<file path="src/rtl/lcd_pkg.sv">
// Shared LCD command codes, timing constants, state types and the nibble-to-ASCII
// mapping used by the HD44780 hex display.
package lcd_pkg;

  localparam logic [7:0] LCD_CMD_FUNC_SET = 8'h38;
  localparam logic [7:0] LCD_CMD_DISP_ON  = 8'h0C;
  localparam logic [7:0] LCD_CMD_CLEAR    = 8'h01;
  localparam logic [7:0] LCD_CMD_ENTRY    = 8'h06;
  localparam logic [7:0] LCD_CMD_DDRAM    = 8'h80;

  // Timing in microseconds; scaled by cycles-per-microsecond in each module.
  localparam int T_PWR_US       = 15000;
  localparam int T_SETUP_US     = 1;
  localparam int T_PULSE_US     = 1;
  localparam int T_HOLD_US      = 40;
  localparam int T_HOLD_LONG_US = 1640;
  localparam int T_CNT_MAX_US   = 16400;

  typedef enum logic [2:0] {
    ST_PWR_WAIT,
    ST_INIT,
    ST_IDLE,
    ST_SET_ADDR,
    ST_WRITE_CHAR
  } lcd_state_e;

  typedef enum logic [1:0] {
    PH_IDLE,
    PH_SETUP,
    PH_PULSE,
    PH_HOLD
  } lcd_phase_e;

  function automatic logic [7:0] hex2ascii(input logic [3:0] nib);
    if (nib < 4'd10) return {4'h3, nib};
    return 8'h37 + {4'h0, nib};
  endfunction

endpackage

</file>
<file path="src/rtl/lcd_byte_writer.sv">
// Sends one byte to the LCD bus: SETUP (EN low), PULSE (EN high), HOLD (EN low).
// A new start is accepted in the last HOLD cycle so bursts run back to back.
module lcd_byte_writer
  import lcd_pkg::*;
#(
  parameter int T_US = 50
) (
  input  logic       iCLK,
  input  logic       iRST_N,
  input  logic       iSTART,
  input  logic       iRS,
  input  logic [7:0] iDATA,
  input  logic       iLONG,
  output logic       oDONE,
  output logic [7:0] LCD_DATA,
  output logic       LCD_RS,
  output logic       LCD_EN
);

  localparam int CNT_W = $clog2(T_CNT_MAX_US * T_US + 1);
  localparam logic [CNT_W-1:0] SETUP_LAST     = CNT_W'(T_SETUP_US * T_US - 1);
  localparam logic [CNT_W-1:0] PULSE_LAST     = CNT_W'(T_PULSE_US * T_US - 1);
  localparam logic [CNT_W-1:0] HOLD_LAST      = CNT_W'(T_HOLD_US * T_US - 1);
  localparam logic [CNT_W-1:0] HOLD_LONG_LAST = CNT_W'(T_HOLD_LONG_US * T_US - 1);

  lcd_phase_e       phase, phase_nxt;
  logic [CNT_W-1:0] cnt, cnt_last;
  logic             long_q, phase_end, accept;

  always_comb begin
    case (phase)
      PH_PULSE: cnt_last = PULSE_LAST;
      PH_HOLD:  cnt_last = long_q ? HOLD_LONG_LAST : HOLD_LAST;
      default:  cnt_last = SETUP_LAST;
    endcase
  end

  assign phase_end = (phase != PH_IDLE) && (cnt == cnt_last);
  assign oDONE     = (phase == PH_HOLD) && phase_end;
  assign accept    = iSTART && ((phase == PH_IDLE) || oDONE);

  // RS/DATA are captured once per byte and held through HOLD.
  always_ff @(posedge iCLK) begin
    if (!iRST_N) begin
      phase    <= PH_IDLE;
      cnt      <= '0;
      long_q   <= 1'b0;
      LCD_RS   <= 1'b0;
      LCD_DATA <= 8'h00;
    end else begin
      phase <= phase_nxt;
      if (accept || phase_end) cnt <= '0;
      else if (phase != PH_IDLE) cnt <= cnt + CNT_W'(1);
      if (accept) begin
        LCD_RS   <= iRS;
        LCD_DATA <= iDATA;
        long_q   <= iLONG;
      end
    end
  end

  always_comb begin
    phase_nxt = phase;
    if (accept) begin
      phase_nxt = PH_SETUP;
    end else if (phase_end) begin
      case (phase)
        PH_SETUP: phase_nxt = PH_PULSE;
        PH_PULSE: phase_nxt = PH_HOLD;
        default:  phase_nxt = PH_IDLE;
      endcase
    end
  end

  always_comb LCD_EN = (phase == PH_PULSE);

endmodule

</file>
<file path="src/rtl/lcd_hex_display.sv">
// HD44780 8-bit write-only driver: power-up init, then shows NUM_DIGITS hex digits
// of iVALUE on one row, rewritten on iUPDATE or (optionally) whenever the value changes.
module lcd_hex_display
  import lcd_pkg::*;
#(
  parameter int CLK_FREQ_HZ  = 50000000,
  parameter int NUM_DIGITS   = 8,
  parameter int ROW          = 0,
  parameter int COL_START    = 0,
  parameter int AUTO_REFRESH = 1
) (
  input  logic                    iCLK,
  input  logic                    iRST_N,
  input  logic [4*NUM_DIGITS-1:0] iVALUE,
  input  logic                    iUPDATE,
  output logic                    oREADY,
  output logic [7:0]              LCD_DATA,
  output logic                    LCD_RW,
  output logic                    LCD_EN,
  output logic                    LCD_RS
);

  localparam int T_US  = CLK_FREQ_HZ / 1000000;
  localparam int VAL_W = 4 * NUM_DIGITS;
  localparam int CNT_W = $clog2(T_CNT_MAX_US * T_US + 1);
  localparam logic [CNT_W-1:0] PWR_LAST   = CNT_W'(T_PWR_US * T_US - 1);
  localparam logic [3:0]       LAST_CHAR  = 4'(NUM_DIGITS - 1);
  localparam logic [7:0]       DDRAM_ADDR = LCD_CMD_DDRAM | 8'(ROW * 64 + COL_START);

  if (NUM_DIGITS < 1 || NUM_DIGITS > 16 || COL_START < 0 || COL_START + NUM_DIGITS > 16)
  begin : g_bad_geometry
    $error("lcd_hex_display: digits do not fit in a 16-column row");
  end
  if (CLK_FREQ_HZ < 1000000 || CLK_FREQ_HZ % 1000000 != 0) begin : g_bad_clock
    $error("lcd_hex_display: CLK_FREQ_HZ must be a whole number of MHz");
  end
  if (ROW != 0 && ROW != 1) begin : g_bad_row
    $error("lcd_hex_display: ROW must be 0 or 1");
  end

  lcd_state_e       state, state_nxt;
  logic [3:0]       idx, idx_nxt;
  logic [CNT_W-1:0] pwr_cnt;
  logic [VAL_W-1:0] shadow;
  logic [3:0]       nib;
  logic             pending, pwr_last, req, launch_row;
  logic             wr_start, wr_rs, wr_long, wr_done;
  logic [7:0]       wr_data;

  assign pwr_last   = (pwr_cnt == PWR_LAST);
  assign req        = iUPDATE || ((AUTO_REFRESH != 0) && (iVALUE != shadow));
  assign launch_row = (state_nxt == ST_SET_ADDR) && (state != ST_SET_ADDR);
  assign LCD_RW     = 1'b0;

  // Shadow is the only source of characters, so a row is never torn by iVALUE changes.
  always_ff @(posedge iCLK) begin
    if (!iRST_N) begin
      state   <= ST_PWR_WAIT;
      idx     <= '0;
      pwr_cnt <= '0;
      shadow  <= '0;
      pending <= 1'b0;
    end else begin
      state   <= state_nxt;
      idx     <= idx_nxt;
      pwr_cnt <= (state == ST_PWR_WAIT && !pwr_last) ? pwr_cnt + CNT_W'(1) : '0;
      if (launch_row) begin
        shadow  <= iVALUE;
        pending <= 1'b0;
      end else if (iUPDATE && state != ST_IDLE) begin
        pending <= 1'b1;
      end
    end
  end

  always_comb begin
    state_nxt = state;
    idx_nxt   = idx;
    case (state)
      ST_PWR_WAIT: if (pwr_last) begin
        state_nxt = ST_INIT;
        idx_nxt   = '0;
      end
      ST_INIT: if (wr_done) begin
        if (idx == 4'd3) state_nxt = ST_SET_ADDR;
        else             idx_nxt   = idx + 4'd1;
      end
      ST_IDLE: if (req) state_nxt = ST_SET_ADDR;
      ST_SET_ADDR: if (wr_done) begin
        state_nxt = ST_WRITE_CHAR;
        idx_nxt   = '0;
      end
      ST_WRITE_CHAR: if (wr_done) begin
        if (idx == LAST_CHAR) state_nxt = (pending || req) ? ST_SET_ADDR : ST_IDLE;
        else                  idx_nxt   = idx + 4'd1;
      end
      default: state_nxt = ST_PWR_WAIT;
    endcase
  end

  // The next byte is issued in the same cycle the previous one completes,
  // so its content is selected from the upcoming state and index.
  always_comb begin
    wr_start = 1'b0;
    wr_rs    = 1'b0;
    wr_long  = 1'b0;
    wr_data  = DDRAM_ADDR;
    nib      = '0;
    oREADY   = (state == ST_IDLE) && !pending;
    case (state)
      ST_PWR_WAIT: wr_start = pwr_last;
      ST_IDLE:     wr_start = req;
      default:     wr_start = wr_done && (state_nxt != ST_IDLE);
    endcase
    for (int k = 0; k < NUM_DIGITS; k++)
      if (idx_nxt == 4'(k)) nib = shadow[VAL_W-4-4*k +: 4];
    case (state_nxt)
      ST_INIT: begin
        case (idx_nxt[1:0])
          2'd0:    wr_data = LCD_CMD_FUNC_SET;
          2'd1:    wr_data = LCD_CMD_DISP_ON;
          2'd2:    begin wr_data = LCD_CMD_CLEAR; wr_long = 1'b1; end
          default: wr_data = LCD_CMD_ENTRY;
        endcase
      end
      ST_WRITE_CHAR: begin
        wr_rs   = 1'b1;
        wr_data = hex2ascii(nib);
      end
      default: wr_data = DDRAM_ADDR;
    endcase
  end

  lcd_byte_writer #(
    .T_US(T_US)
  ) u_writer (
    .iCLK    (iCLK),
    .iRST_N  (iRST_N),
    .iSTART  (wr_start),
    .iRS     (wr_rs),
    .iDATA   (wr_data),
    .iLONG   (wr_long),
    .oDONE   (wr_done),
    .LCD_DATA(LCD_DATA),
    .LCD_RS  (LCD_RS),
    .LCD_EN  (LCD_EN)
  );

endmodule
</file>
<file path="config.mk">
export PLATFORM = sky130hd
export DESIGN_NAME = lcd_hex_display
export DESIGN_NICKNAME = d
export VERILOG_FILES = /design/src/rtl/lcd_pkg.sv /design/src/rtl/lcd_byte_writer.sv /design/src/rtl/lcd_hex_display.sv
export SDC_FILE = /design/constraint.sdc
export NUM_CORES = 1
export LEC_CHECK = 0
export ABC_AREA = 0
export ABC_CLOCK_PERIOD_IN_PS = 3600
export CAP_MARGIN = 15
export CORE_MARGIN = 3
export CORE_UTILIZATION = 58
export DETAILED_ROUTE_END_ITERATION = 10
export DONT_BUFFER_PORTS = 1
export MAX_ROUTING_LAYER = met4
export PLACE_DENSITY = 0.87
export SLEW_MARGIN = 25
export SYNTH_ARGS = -nofsm -noshare
export SYNTH_HDL_FRONTEND = slang
export SYNTH_SLANG_ARGS = --single-unit
</file>
<file path="constraint.sdc">
create_clock -name iCLK -period 3.6 [get_ports iCLK]
set_clock_uncertainty 0.15 [all_clocks]
set_input_delay 0.36 -clock iCLK [delete_from_list [all_inputs] [get_ports iCLK]]
set_output_delay 0.36 -clock iCLK [all_outputs]
set_load 0.1 [all_outputs]
</file>
# Word-level counts from Yosys, hierarchy flattened
# Cells that the tools add are included.
dict set report totals {
  ff_bits 92
  inputBits 35
  output_inout_bits 12
  word_cells 107
}
dict set report op_classes {
  add_sub_neg 4
  n_lt_le_gt_ge 1
  eq_ne 27
  mux 39
  bitwise 1
  reduce_logical 24
}
# operator n
set op_table {}
lappend op_table {{$mux W4} 14}
lappend op_table {{$add A20 B1 Y20 const B} 2}
lappend op_table {{$ne A32 B32 Y1} 1}
lappend op_table {{$mux W3} 7}
lappend op_table {{$eq A20 B20 Y1} 1}
lappend op_table {{$eq A20 B20 Y1 const B} 1}
lappend op_table {{$eq A4 B3 Y1 const B} 5}
lappend op_table {{$mux W20} 1}
lappend op_table {{$pmux W6 S3} 1}
lappend op_table {{$mux W17} 1}
lappend op_table {{$mux W8} 2}
lappend op_table {{$pmux W4 S4} 1}
lappend op_table {{$pmux W8 S2} 1}
lappend op_table {{$pmux W3 S5} 1}
lappend op_table {{$eq A4 B2 Y1 const B} 3}
lappend op_table {{$eq A3 B2 Y1 const B} 3}
lappend op_table {{$ne A3 B2 Y1 const B} 3}
lappend op_table {{$logic_and A1 B1 Y1} 8}
lappend op_table {{$mux W1} 8}
lappend op_table {{$add A6 B4 Y7 const A} 1}
lappend op_table {{$eq A2 B2 Y1 const B} 3}
lappend op_table {{$eq A3 B1 Y1 const B} 2}
lappend op_table {{$eq A3 B3 Y1 const B} 2}
lappend op_table {{$reduce_or A2 Y1} 3}
lappend op_table {{14 further kinds} 21}

# Longest topological paths before layout
# Gate-level depths: netlist of run 1.
dict set report depth {
  word_depth 21
  depth_mapped 16
  ltp_nobuf 13
}

# Hierarchy
# Synthesis of run 1 repeated with hierarchy kept, for this count alone.
dict set report hier_totals {
  cells_unflattened 611
  hier_area_um2 5351.4
}
# mod n_inst cells_per_inst area_each_um2 seq_area_each_um2
set modules_own_cells {}
lappend modules_own_cells {lcd_hex_display 1 424 3729.8 1201.2}
lappend modules_own_cells {lcd_byte_writer 1 187 1621.6 640.6}

# Least setup slack after synthesis of run 1
# No wires, ideal clock.
dict set report synth_timing {
  path_kind {flip-flop to flip-flop}
  start {register u_writer.phase[1]}
  end {register u_writer.LCD_DATA[2]}
  setup_ps 122
  t_arrival_ps 3601
  t_required_ps 3328
  path_slack_ps -273
  stages_incl_launch_ff 16
  path_buffers 3
  synth_period_minus_slack_ps 3873
  cell_sequence {dfxtp_1 > ha_1 > clkbuf_1 > nand3_1 > o22a_1 > or3_1 > buf_2 > o311a_1 > nor3_2 > and2_4 > buf_6 > mux2_4 > o211a_4 > ha_1 > and3_1 > a221o_1}
}
dict set report synth_via {
  elab_chain_len 21
  word_cells_on_any_way 49
  classes_between {1 x add/sub; 1 x order compare; 14 x eq/ne; 24 x mux; 9 x reduce/logical}
}
# item line
set synth_rtl {}
lappend synth_rtl {{start, declared} lcd_byte_writer.sv:26} ;# lcd_phase_e phase, phase_nxt;
lappend synth_rtl {{start signal, assigned} lcd_byte_writer.sv:51} ;# phase <= phase_nxt;
lappend synth_rtl {{$eq A2 B2 Y1} {lcd_byte_writer.sv:31, lcd_byte_writer.sv:39}}
lappend synth_rtl {{$mux W20} lcd_byte_writer.sv:31} ;# case (phase)
lappend synth_rtl {{$eq A20 B20 Y1} lcd_byte_writer.sv:38} ;# assign phase_end = (phase != PH_IDLE) && (cnt == cnt_last);
lappend synth_rtl {{$logic_and A1 B1 Y1} lcd_byte_writer.sv:38}
lappend synth_rtl {{$logic_and A1 B1 Y1} lcd_byte_writer.sv:39} ;# assign oDONE = (phase == PH_HOLD) && phase_end;
lappend synth_rtl {{$mux W4 (on tied branches)} {lcd_hex_display.sv:93, lcd_hex_display.sv:84, lcd_hex_display.sv:89}}
lappend synth_rtl {{$pmux W4 S4} lcd_hex_display.sv:79} ;# case (state)
lappend synth_rtl {{$logic_not A4 Y1} lcd_hex_display.sv:116} ;# if (idx_nxt == 4'(k)) nib = shadow[VAL_W-4-4*k +: 4];
lappend synth_rtl {{$mux W4 (8 in series)} lcd_hex_display.sv:116}
lappend synth_rtl {{$lt A4 B4 Y1} lcd_pkg.sv:35} ;# if (nib < 4'd10) return {4'h3, nib};
lappend synth_rtl {{$mux W1} lcd_pkg.sv:35}
lappend synth_rtl {{$mux W1} lcd_hex_display.sv:117} ;# case (state_nxt)
lappend synth_rtl {{$mux W8} lcd_pkg.sv:36} ;# return 8'h37 + {4'h0, nib};
lappend synth_rtl {{$pmux W8 S2} lcd_hex_display.sv:117}
lappend synth_rtl {{end signal, assigned} lcd_byte_writer.sv:56} ;# LCD_DATA <= iDATA;
lappend synth_rtl {{end, declared} lcd_byte_writer.sv:15} ;# output logic [7:0] LCD_DATA,
# Parallel ways exist; a longest one is shown, timed or not. The select of a mux whose other input is x is not followed.
# A chain may end at the register's enable or synchronous reset.

# Worst setup path after layout of run 1
dict set report layout_timing {
  start {register u_writer.cnt[6]}
  end {register u_writer.LCD_DATA[4]}
}
dict set report layout_via {
  elab_chain_len 19
  word_cells_on_any_way 44
  classes_between {1 x add/sub; 1 x order compare; 13 x eq/ne; 22 x mux; 7 x reduce/logical}
}
# item line
set layout_rtl {}
lappend layout_rtl {{start, declared} lcd_byte_writer.sv:27} ;# logic [CNT_W-1:0] cnt, cnt_last;
lappend layout_rtl {{start signal, assigned} lcd_byte_writer.sv:53} ;# else if (phase != PH_IDLE) cnt <= cnt + CNT_W'(1);
lappend layout_rtl {{$eq A20 B20 Y1 (*)} lcd_byte_writer.sv:38}
lappend layout_rtl {{$logic_and A1 B1 Y1 (*)} lcd_byte_writer.sv:38}
lappend layout_rtl {{$logic_and A1 B1 Y1 (*)} lcd_byte_writer.sv:39}
lappend layout_rtl {{$mux W4 (on tied branches)} {lcd_hex_display.sv:93, lcd_hex_display.sv:84, lcd_hex_display.sv:89}}
lappend layout_rtl {{$pmux W4 S4} lcd_hex_display.sv:79}
lappend layout_rtl {{$logic_not A4 Y1} lcd_hex_display.sv:116}
lappend layout_rtl {{$mux W4 (8 in series)} lcd_hex_display.sv:116}
lappend layout_rtl {{$lt A4 B4 Y1} lcd_pkg.sv:35}
lappend layout_rtl {{$mux W1} lcd_pkg.sv:35}
lappend layout_rtl {{$mux W1} lcd_hex_display.sv:117}
lappend layout_rtl {{$mux W8} lcd_pkg.sv:36}
lappend layout_rtl {{$pmux W8 S2} lcd_hex_display.sv:117}
# Mark *: on every way between the ends. The rest lies on a longest branch, timed or not. The select of a mux whose other input is x is not followed.

==> results.py, run 1 <==
metrics = {
    "run_status": {
        "status": "finished with violations",
        "violations": "negative setup slack",
    },
    "timing": {
        "finalWorstPathRequiredPeriod_ns": 3.70,
        "fmax_mhz": 270,
        "maxSlewHeadroom": 0.328,
        "grt_setup_unrepaired": "yes",
        "fin_crit_sh": 1.03,
        "fin_ws_ns": -0.0995,
        "hold_viol": 0,
        "drv_slew": 0,
        "final-setup-viol-count": 6,
        "max_slew.worst_pin.slew_ns": 1.01,
    },
    "logic_synthesis": {
        "yosysSeqAreaShare": 0.362,
        "yosys.area.top_type_share": 0.362,
        "syn_nets": 620,
        "yosysTopAreaCell": "dfxtp_1",
        "synth_area_per_cell_sq_um": 8.82,
        "netlist_instances": 577,
        "synth_ff_type": "dfxtp_1",
        "synth_area_leaders": "dfxtp_1 36%, mux2i_1 9.8%, xor2_1 9.3%, nor2_1 7.3%, xnor2_1 2.6%",
        "yosysWarningCount": 0,
        "syn_area_sq_um": 5090,
        "synthArstFlopShare": 0,
        "synth_edf_count": 0,
        "yosysUniqueCellTypes": 73,
        "synth-seq-cells": 92,
    },
    "setup_path": {
        "r2r_slack_ns": -0.1,
        "r2r_start": "u_writer.cnt[6]$_SDFFE_PP0P_",
        "worstRegToRegCells": 12,
        "cp-endpoint": "u_writer.LCD_DATA[4]$_SDFFE_PN0P_",
        "cp_max_fo": 5,
        "arrival_ns": 3.82,
        "end_kind": "flip-flop",
        "worstPathRequired_ns": 3.72,
        "reg2reg_to": "u_writer.LCD_DATA[4]$_SDFFE_PN0P_",
        "critPathKind": "flip-flop to flip-flop",
        "critPathLaunch": "u_writer.cnt[6]$_SDFFE_PP0P_",
        "cp-start-kind": "flip-flop",
    },
    "detailed_routing": {
        "postRouteAntennaNets": 0,
        "avgViaCountPerCell": 6.17,
        "firstDrtPassIters": 7,
        "vias": 4754,
        "wirelength_mm": 15.0,
        "drc": 0,
        "drtIter0Drc": 328,
        "wl_per_cell_um": 19.5,
    },
    "final_layout": {
        "layout-drive-gt1-share": 0.230,
        "design_area_sq_um": 6330,
        "n_antenna_cell": 0,
        "fin_nets": 705,
        "fillers": 522,
        "syn_to_final_growth_pct": 24.5,
        "fin_util": 0.756,
    },
    "power_and_ir_drop": {
        "p_leak_nw": 2.47,
        "power.density_nw_per_um2": 275,
        "peakVddDrop_uv": 222,
    },
    "global_route": {
        "grt_pass1_vias": 4925,
        "antenna_found_initial": 0,
        "grt_overflow": 0,
        "grt_max_degree": 47,
        "grt_use_total": 0.305,
        "grt_pass1_wl_mm": 23.6,
    },
    "place": {
        "place.gp.congestion": 0.956,
        "placed_area_sq_um": 5740,
        "place_hpwl_mm": 9.70,
        "io_buffers": 0,
    },
    "hold_path": {
        "worstHoldPathType": "input port to flip-flop",
    },
    "floorplan": {
        "initial_utilization": 0.607,
        "rows": 33,
        "dieHeight_um": 99.7,
        "dieArea_sq_um": 9930,
        "core_area_sq_um": 8380,
        "io_pins": 47,
        "dieWidth_um": 99.7,
    },
    "clocking": {
        "cts_max_path_buffers": 2,
        "cts_max_level": 3,
        "clock-sinks": 92,
        "cts_tree": "done",
        "clk-insertion-delay-late_ns": 0.37,
        "root_buffer": "clkbuf_8",
        "clkSlewWorstSetupHoldPaths_ns": 0.10,
        "cts_made_buffers": 9,
    },
    "run": {
        "cap_violations": 0,
    },
}
## metrics by stage
| step | TNS, ns | std cells | setup WS [ns] | power, mW | hold slack (ns) |
|---|---|---|---|---|---|
| global placement | -0.132 | 728 | -0.0697 | 1.09 | 0.289 |
| finish | -0.375 | 770 | -0.0995 | 1.74 | 0.00173 |
| global route | -1.87 | 770 | -0.154 | 1.79 | 0.00731 |
| floorplan | -0.0154 | 577 | -0.0154 | 1.08 | 0.276 |
| CTS | -0.232 | 765 | -0.0747 | 1.74 | 0.000388 |
| detailed placement | -0.581 | 728 | -0.131 | 1.09 | 0.299 |
## layout by cell type, fill, tap and decap left out, drive strengths merged, types with 9 or more instances in the layout
master / Yosys / layout
dfxtp: 92 / 92
nand4: 12 / 12
clkbuf: 13 / 12
nand3: 26 / 26
nor2: 99 / 99
xor2: 54 / 54
a21oi: 12 / 12
and3: 9 / 9
xnor2: 15 / 15
dlygate4sd3: 0 / 20
mux2i: 50 / 50
nor3: 15 / 15
nor4: 11 / 11
and2: 10 / 10
nand2: 34 / 34
buf: 13 / 78
## routing by layer
metal  GRT usage  vias up  routed length [um]
met2       0.527      232                7730
met4       0.166        0                 657
met1       0.325     2244                5590
li1            -     2208                   -
met5           -        -                   0
met3      0.0659       70                1030
## synth_stat cells (3+ instances only)
cell type	number
clkbuf_1	13
a31oi_1	4
or4_1	3
nor2_1	99
nand2_1	33
ha_1	8
or3_1	6
buf_4	3
nor3_1	14
mux2i_1	50
inv_1	7
a2111o_1	3
nor4_1	10
nor2b_1	7
nand3b_1	3
a22oi_1	3
and3_1	8
a21oi_1	11
buf_2	8
and4_1	4
o21ai_0	6
xnor2_1	15
nand2b_1	3
dfxtp_1	92
mux2_2	6
a211oi_1	3
nand4_1	12
and2_1	8
xor2_1	54
or2_2	3
nand3_1	26
## layout make-up
cell class / instances / area, sq um / area share
sequential: 92 / 1850 / 0.291
clock inverter: 3 / 23.8 / 0.00375
tap: 105 / 131 / 0.0207
multi-input combinational: 452 / 3270 / 0.517
timing repair buffer: 99 / 878 / 0.139
clock buffer: 11 / 151 / 0.0239
inverter: 8 / 30.0 / 0.00474
## cells by family after synthesis
| family | count (synthesis) | share of synthesized area |
|---|---|---|
| AO/OA/AOI/OAI | 62 | 0.102 |
| flip-flops | 92 | 0.362 |
| multiplexers | 57 | 0.115 |
| other | 1 | 0.000737 |
| adder cells (fa/ha/maj) | 8 | 0.0197 |
| AND/OR/NAND/NOR | 254 | 0.250 |
| buffers and inverters | 34 | 0.0322 |
| XOR/XNOR | 69 | 0.119 |
## worst min-delay path by stage
stage                     startpoint                      end  slack (ns)  cells after the start
2_1_floorplan  pwr_cnt[0]$_SDFF_PN0_    pwr_cnt[0]$_SDFF_PN0_        0.28                      1
3_3_place_gp   pwr_cnt[0]$_SDFF_PN0_    pwr_cnt[0]$_SDFF_PN0_        0.29                      1
3_5_place_dp   pwr_cnt[0]$_SDFF_PN0_    pwr_cnt[0]$_SDFF_PN0_        0.30                      1
4_1_cts                   iVALUE[17]  shadow[17]$_SDFFE_PN0P_      0.0004                      2
5_1_grt                    iVALUE[2]   shadow[2]$_SDFFE_PN0P_       0.007                      2
6_report                  iVALUE[20]  shadow[20]$_SDFFE_PN0P_       0.002                      2
## sequential cells by signal (all words and copies together), names as in the netlist, 2 cells and up
name	count
u_writer.LCD_DATA	8
u_writer.phase	2
state	3
pwr_cnt	20
shadow	32
idx	4
u_writer.cnt	20
## critical path: stages (launching register included)
cell and delay [ns]:
dfxtp_2 0.33, or4_4 0.52, o22a_1 0.20, or3_4 0.36, buf_6 0.15, o311a_1 0.30, nor3_2 0.20, and2_4 0.25
mux2_4 0.31, o211a_4 0.25, ha_4 0.17, o21a_1 0.20, o221a_2 0.23
## where the power goes
| part | total, mW | internal, mW | switching [mW] |
|---|---|---|---|
| clock network | 0.652 | 0.283 | 0.369 |
| logic | 0.0655 | 0.0292 | 0.0364 |
| registers | 1.02 | 1.02 | 0.00317 |
## repair_timing
| action | 4_1_cts | 5_1_grt |
|---|---|---|
| gates cloned | 0 | 2 |
| buffers inserted | 4 | 3 |
| endpoints found under the setup margin | 8 | 57 |
| pin swaps | 5 | 16 |
| hold buffers | 20 | 0 |
| gates resized for setup | 11 | 25 |
| hold endpoints to repair | 24 | 0 |
No activity file was read; power rests on OpenSTA's default activity.
==> run 2, diff against run 1 <==
--- a/config.mk
+++ b/config.mk
@@ -9,11 +9,11 @@
 export ABC_CLOCK_PERIOD_IN_PS = 3600
 export CAP_MARGIN = 15
 export CORE_MARGIN = 3
-export CORE_UTILIZATION = 58
+export CORE_UTILIZATION = 25
 export DETAILED_ROUTE_END_ITERATION = 10
 export DONT_BUFFER_PORTS = 1
 export MAX_ROUTING_LAYER = met4
-export PLACE_DENSITY = 0.87
+export PLACE_DENSITY = 0.51
 export SLEW_MARGIN = 25
 export SYNTH_ARGS = -nofsm -noshare
 export SYNTH_HDL_FRONTEND = slang
==> run 2 against run 1 <==
Net effect:
- wire length fell by 10%
- critical endpoint unchanged
- first-iteration DRC count fell by 27%
- core utilization fell by 43 points
- sequential power barely moved
- die area rose by 120%
- clock power rose by 41%
- register-to-register slack improved by 0.04 ns
- the flow still finishes with violations (negative setup slack)
- largest power group unchanged
- critical path depth did not move
- sequential share of layout area fell by 0.61 points
- via count fell by 9.5%
- fmax rose by 0.99%
==> results.py, run 2 (synthesis results as in run 1) <==
metrics = {
    "run_status": {
        "status": "finished with violations",
        "violations": "negative setup slack",
    },
    "timing": {
        "finalWorstPathRequiredPeriod_ns": 3.66,
        "maxSlewHeadroom": 0.303,
        "fin_crit_sh": 1.02,
        "hold_ws_ns": 0.0101,
        "fin_ws_ns": -0.0631,
        "hold_viol": 0,
        "fmax_mhz": 273,
        "drv_slew": 0,
        "setup_tns_ns": -0.146,
        "max_slew.worst_pin.slew_ns": 1.04,
        "final-setup-viol-count": 4,
        "grt_setup_unrepaired": "yes",
    },
    "place": {
        "place_hpwl_mm": 10.1,
        "io_buffers": 0,
        "placed_area_sq_um": 6030,
        "dp.cells": 901,
        "place.gp.congestion": 0.876,
    },
    "detailed_routing": {
        "drc": 0,
        "vias": 4301,
        "avgViaCountPerCell": 4.65,
        "wl_per_cell_um": 14.5,
        "postRouteAntennaNets": 0,
        "wirelength_mm": 13.4,
        "firstDrtPassIters": 4,
        "drtIter0Drc": 238,
    },
    "final_layout": {
        "max_flop_register": "shadow",
        "multiInputGateArea_sq_um": 3210,
        "mostFrequentLayoutCells": "99 x nor2_1, 90 x dfxtp_1, 80 x buf_4",
        "top_regs": "shadow: 32 flops, pwr_cnt: 20 flops, u_writer.cnt: 20 flops",
        "design_area_sq_um": 6460,
        "final_common_cell": "nor2_1",
        "syn_to_final_growth_pct": 27.1,
        "largest_reg_flops": 32,
        "fillers": 2052,
        "layout.area.seq_sq_um": 1840,
        "finalNonFillerCells": 924,
        "fin_nets": 697,
        "layout-drive-gt1-share": 0.231,
        "n_antenna_cell": 0,
    },
    "floorplan": {
        "dieArea_sq_um": 22100,
        "dieWidth_um": 149,
        "core_area_sq_um": 19700,
        "rows": 51,
        "io_pins": 47,
        "dieHeight_um": 149,
        "initial_utilization": 0.258,
    },
    "clocking": {
        "cts_tree": "done",
        "cts_max_path_buffers": 2,
        "clkSlewWorstSetupHoldPaths_ns": 0.07,
        "clk-insertion-delay-late_ns": 0.35,
        "cts_made_buffers": 9,
        "clock-sinks": 92,
        "root_buffer": "clkbuf_16",
        "cts_max_level": 3,
    },
    "hold_path": {
        "worstHoldPathType": "input port to flip-flop",
    },
    "power_and_ir_drop": {
        "peakVddDrop_uv": 235,
        "p_total_mw": 1.99,
        "p_clk_frac": 0.461,
        "switching_share": 0.237,
        "p_leak_nw": 2.51,
        "power_frac_seq": 0.514,
        "switchingPower_mw": 0.472,
        "combPwrFrac": 0.026,
        "internal_power_mw": 1.52,
        "power.density_nw_per_um2": 308,
    },
    "global_route": {
        "met1_usage": 0.161,
        "grt_pass1_wl_mm": 22.6,
        "grt_max_degree": 47,
        "antenna_found_initial": 0,
        "grt-busiest-layer": "met2",
        "grt.met3_usage": 0.0353,
        "grt_pass1_vias": 4405,
        "use_met2": 0.206,
        "grt_use_total": 0.130,
        "grt_overflow": 0,
    },
    "setup_path": {
        "critPathKind": "flip-flop to flip-flop",
        "cp-start-kind": "flip-flop",
        "cp_max_fo": 5,
        "worstPathRequired_ns": 3.68,
        "end_kind": "flip-flop",
        "arrival_ns": 3.75,
        "cp_slowest_cell": "or4_1",
        "cp_slowest_stage_delay_ns": 0.52,
        "path_cells": "or4_1, o22a_1, or3_4, buf_6, o311a_1, nor3_2, and2_4, mux2_4, o211a_4, ha_4, o21a_1, o221a_2",
    },
    "run": {
        "cap_violations": 0,
    },
}
==> run 2: cell count changes in the layout (fill, tap and decap cells not counted), moves of 3 or more <==
cell / previous run / this run
buf_4: 70 / 80
clkbuf_16: 1 / 9
clkbuf_8: 11 / 0
dlygate4sd3_1: 20 / 5
inv_6: 0 / 4
nor4_1: 6 / 9
nor4_2: 3 / 0
==> run 2: worst paths after layout <==
kind / startpoint / to / slack, ns / depth (start not counted)
worst max register to register: u_writer.cnt[6]$_SDFFE_PP0P_ / u_writer.LCD_DATA[4]$_SDFFE_PN0P_ / -0.06 / 12
worst min-delay path: iVALUE[22] / shadow[22]$_SDFFE_PN0P_ / 0.01 / 2
worst max-delay path: u_writer.cnt[6]$_SDFFE_PP0P_ / u_writer.LCD_DATA[4]$_SDFFE_PN0P_ / -0.06 / 12
worst min register to register: pwr_cnt[0]$_SDFF_PN0_ / pwr_cnt[0]$_SDFF_PN0_ / 0.31 / 1
==> run 2: metal layers <==
| layer | vias to the layer above | wire length [um] |
|---|---|---|
| met1 | 1992 | 6200 |
| met3 | 25 | 747 |
| met4 | 0 | 314 |
| li1 | 2192 | - |
| met5 | - | 0 |
| met2 | 92 | 6180 |
==> run 2: area by class of cell <==
| type | count | share of cell area |
|---|---|---|
| repair buffers | 92 | 0.119 |
| clock inverters | 6 | 0.00793 |
| well taps | 265 | 0.0513 |
| multi-input cells | 451 | 0.496 |
| flip-flops and latches | 92 | 0.285 |
| inverters | 8 | 0.00464 |
| clock buffers | 10 | 0.0354 |
==> run 2: power groups by stage <==
stage | clock network [mW] | registers [mW] | logic (mW)
finish | 0.918 | 1.02 | 0.0510
global route | 0.982 | 1.02 | 0.0566
CTS | 0.947 | 1.02 | 0.0520
detailed placement | 0 | 1.05 | 0.0463
global placement | 0 | 1.05 | 0.0458
floorplan | 0 | 1.05 | 0.0380
==> run 2: what timing repair did <==
item	4_1_cts	5_1_grt
gates resized for setup	9	14
endpoints found under the setup margin	6	46
hold buffers	5	0
setup buffers	0	2
pin swaps	5	5
endpoints found under the hold margin	8	0
==> run 2: critical path: cells and delay by family, from the launching register on <==
family | cells | cell delay, ns
compound gates | 5 | 1.19
flops | 1 | 0.32
buf+inv | 1 | 0.14
mux | 1 | 0.31
fa+ha+maj | 1 | 0.16
simple gates | 4 | 1.28
==> run 2: metrics by stage <==
step | util | setup WS (ns)
2_1_floorplan | - | -0.0154
3_3_place_gp | 0.306 | -0.0899
3_5_place_dp | 0.306 | -0.104
4_1_cts | 0.325 | -0.0629
5_1_grt | 0.328 | -0.195
6_report | 0.328 | -0.0631
==> run 3, diff against run 2 <==
--- a/config.mk
+++ b/config.mk
@@ -12,9 +12,11 @@
 export CORE_UTILIZATION = 25
 export DETAILED_ROUTE_END_ITERATION = 10
 export DONT_BUFFER_PORTS = 1
+export GPL_ROUTABILITY_DRIVEN = 0
 export MAX_ROUTING_LAYER = met4
 export PLACE_DENSITY = 0.51
 export SLEW_MARGIN = 25
 export SYNTH_ARGS = -nofsm -noshare
 export SYNTH_HDL_FRONTEND = slang
+export SYNTH_HIERARCHICAL = 1
 export SYNTH_SLANG_ARGS = --single-unit
==> run 3 against run 2 <==
Net effect:
- the run still ends with negative setup slack left
- setup slack worse by 0.33 ns
- combinational power grew to 2.6 times the previous value
- synthesized cell count rose by 5.9%
- sequential power hardly changed
- total power rose by 13%
- sequential cell count stayed put
- clock-buffer cell count stayed put
- hold slack improved by 0.021 ns
- sequential share of layout area decreased by 2.7 points
- largest cell class unchanged
==> results.py, run 3 <==
metrics = {
    "floorplan": {
        "rows": 52,
        "dieHeight_um": 152,
        "core_area_sq_um": 20600,
        "dieArea_sq_um": 23200,
        "dieWidth_um": 152,
        "initial_utilization": 0.259,
        "io_pins": 47,
    },
    "setup_path": {
        "r2r_slack_ns": -0.40,
        "r2r_start": "u_writer/phase[0]$_SDFFE_PN0P_",
        "reg2reg_to": "u_writer/LCD_DATA[0]$_SDFFE_PN0P_",
        "cp_max_fo": 5,
        "critPathLaunch": "u_writer/phase[0]$_SDFFE_PN0P_",
        "worstPathRequired_ns": 3.72,
        "worst-path-stages": 18,
        "worstRegToRegCells": 18,
        "cp_slowest_stage_delay_ns": 0.42,
        "path_cells": "ha_4, or4_4, a32oi_2, o211ai_2, nor3_2, buf_4, nor3_4, or3b_4, o32a_1, buf_4, o31a_1, a21oi_2, o22ai_4, a31oi_4, xnor2_2, a21o_1, nand2_1, mux2i_1",
        "critPathKind": "flip-flop to flip-flop",
        "cp-start-kind": "flip-flop",
        "cp_num_buf_inv": 2,
        "end_kind": "flip-flop",
        "arrival_ns": 4.12,
        "cp_slowest_cell": "o32a_1",
        "critPathTopFamily": "compound AO/OA/AOI/OAI gates",
        "crit_path_frequent_cell": "buf_4",
    },
    "clocking": {
        "cts_tree": "done",
        "root_buffer": "clkbuf_16",
        "clk-insertion-delay-late_ns": 0.35,
        "cts_max_level": 3,
        "cts_max_path_buffers": 2,
        "clock-sinks": 92,
        "cts_made_buffers": 9,
        "clkSlewWorstSetupHoldPaths_ns": 0.07,
    },
    "timing": {
        "fmax_mhz": 250,
        "maxSlewHeadroom": 0.334,
        "finalWorstPathRequiredPeriod_ns": 4.00,
        "final-setup-viol-count": 10,
        "fin_ws_ns": -0.397,
        "max_slew.worst_pin.slew_ns": 0.998,
        "grt_setup_unrepaired": "yes",
        "fin_crit_sh": 1.11,
        "drv_slew": 0,
        "hold_viol": 0,
        "setup_tns_ns": -2.61,
    },
    "final_layout": {
        "design_area_sq_um": 7140,
        "n_antenna_cell": 0,
        "max_flop_register": "shadow",
        "layout.area.seq_sq_um": 1850,
        "fin_util": 0.346,
        "top_regs": "shadow: 32 flops, pwr_cnt: 20 flops, u_writer/cnt: 20 flops",
        "fillers": 2077,
        "fin_nets": 743,
        "largest_reg_flops": 32,
        "multiInputGateArea_sq_um": 3560,
        "layout-drive-gt1-share": 0.275,
        "final_common_cell": "dfxtp_1",
        "syn_to_final_growth_pct": 33.4,
        "finalNonFillerCells": 975,
        "mostFrequentLayoutCells": "90 x dfxtp_1, 89 x buf_4, 61 x nor2_1",
    },
    "logic_synthesis": {
        "synth_edf_count": 0,
        "syn_area_sq_um": 5350,
        "synth_ff_type": "dfxtp_1",
        "synth_most_common_cell": "dfxtp_1",
        "synthArstFlopShare": 0,
        "synthTopCellsByCount": "92 x dfxtp_1, 67 x nor2_1, 59 x mux2i_1, 54 x nand2_1, 47 x xor2_1",
        "yosysUniqueCellTypes": 76,
        "synth_area_per_cell_sq_um": 8.76,
        "yosys.area.top_type_share": 0.344,
        "syn_nets": 654,
        "yosysTopAreaCell": "dfxtp_1",
        "synth_area_leaders": "dfxtp_1 34%, mux2i_1 11%, xor2_1 7.7%, nor2_1 4.7%, nor2b_1 4.4%",
        "netlist_instances": 611,
        "yosysSeqAreaShare": 0.344,
        "synth-seq-cells": 92,
        "yosysWarningCount": 6,
    },
    "global_route": {
        "grt-busiest-layer": "met2",
        "met1_usage": 0.151,
        "grt.met3_usage": 0.0352,
        "antenna_found_initial": 0,
        "grt_pass1_wl_mm": 22.6,
        "grt_max_degree": 59,
        "grt_overflow": 0,
        "use_met2": 0.195,
        "grt_use_total": 0.123,
        "grt_pass1_vias": 4413,
    },
    "power_and_ir_drop": {
        "switchingPower_mw": 0.488,
        "switching_share": 0.216,
        "power.density_nw_per_um2": 316,
        "p_leak_nw": 2.99,
        "combPwrFrac": 0.058,
        "internal_power_mw": 1.77,
        "power_frac_seq": 0.456,
        "p_clk_frac": 0.486,
        "peakVddDrop_uv": 230,
    },
    "place": {
        "pre_cts_ws_ns": -0.595,
        "place_hpwl_mm": 10.0,
        "dp.cells": 933,
        "placed_area_sq_um": 6250,
        "io_buffers": 0,
    },
    "detailed_routing": {
        "wl_per_cell_um": 14.4,
        "vias": 4441,
        "drtIter0Drc": 233,
        "wirelength_mm": 14.0,
        "firstDrtPassIters": 4,
        "drc": 0,
        "postRouteAntennaNets": 0,
        "avgViaCountPerCell": 4.55,
    },
    "run_status": {
        "violations": "negative setup slack",
        "status": "finished with violations",
    },
    "run": {
        "cap_violations": 0,
    },
    "hold_path": {
        "hp-start": "iVALUE[10]",
        "hold-path-endpoint": "shadow[10]$_SDFFE_PN0P_",
        "worstHoldPathType": "input port to flip-flop",
        "hold_depth": 2,
    },
}
-- run 3: cell types whose count changed in the layout (fill, tap and decap cells not counted), sizes merged, moves of 4 or more --
cell	change
and2	-7
buf	+18
dlygate4sd3	-4
inv	+10
mux2	-6
mux2i	+9
nand2	+20
nor2	-32
nor2b	+31
xnor2	+10
xor2	-7
-- run 3: power by group through the flow --
| stage | logic (mW) | registers (mW) | clock network (mW) |
|---|---|---|---|
| 4_1_cts | 0.120 | 1.03 | 1.13 |
| 5_1_grt | 0.144 | 1.03 | 1.17 |
| 6_report | 0.131 | 1.03 | 1.10 |
| 2_1_floorplan | 0.0792 | 1.05 | 0 |
| 3_3_place_gp | 0.103 | 1.05 | 0 |
| 3_5_place_dp | 0.102 | 1.05 | 0 |
-- run 3: logic make-up after synthesis --
family          synth area share
buf+inv                   0.0463
compound gates             0.116
flops                      0.344
mux                        0.112
other cells             0.000701
fa+ha+maj                 0.0187
xor+xnor                   0.118
simple gates               0.244
-- run 3: worst reg2reg max path: stages, from the launching register on --
cell      delay, ns
dfxtp_4        0.36
ha_4           0.15
or4_4          0.41
a32oi_2        0.19
o211ai_2       0.13
nor3_2         0.16
buf_4          0.17
nor3_4         0.04
or3b_4         0.40
o32a_1         0.42
buf_4          0.17
o31a_1         0.26
a21oi_2        0.16
o22ai_4        0.13
a31oi_4        0.22
xnor2_2        0.13
a21o_1         0.12
nand2_1        0.04
mux2i_1        0.11
-- run 3: worst max path at each step --
stage / endpoint / slack (ns)
floorplan: u_writer/LCD_DATA[1]$_SDFFE_PN0P_ / -0.52
global placement: u_writer/LCD_DATA[2]$_SDFFE_PN0P_ / -0.51
detailed placement: u_writer/LCD_DATA[2]$_SDFFE_PN0P_ / -0.60
CTS: u_writer/LCD_DATA[2]$_SDFFE_PN0P_ / -0.53
global route: u_writer/LCD_DATA[2]$_SDFFE_PN0P_ / -0.62
finish: u_writer/LCD_DATA[0]$_SDFFE_PN0P_ / -0.40
-- run 3: per-layer routing --
metal	part of all wire	wire length, um	up-vias
li1	-	-	2308
met2	0.47	6620	57
met3	0.047	655	12
met1	0.47	6550	2064
met5	0	0	-
met4	0.015	209	0
-- run 3: area by class of cell --
cell class              instances  share of cell area
multi-input cells             467               0.499
flip-flops and latches         92               0.259
repair buffers                109               0.136
well taps                     270              0.0473
clock buffers                  10              0.0321
clock inverters                 6              0.0156
inverters                      21              0.0110
-- run 3: metrics by stage --
step	total power [mW]	hold slack, ns
final	2.26	0.0308
after global routing	2.34	0.0105
after CTS	2.28	0.00579
after detailed placement	1.15	0.311
after global placement	1.16	0.302
after floorplan	1.13	0.276
-- run 3: repair_timing --
item | 4_1_cts | 5_1_grt
pin swaps | 29 | 19
setup buffers | 12 | 10
gates resized for setup | 36 | 33
hold buffers | 1 | 0
gates cloned | 1 | 4
endpoints found under the hold margin | 7 | 0
endpoints found under the setup margin | 32 | 32
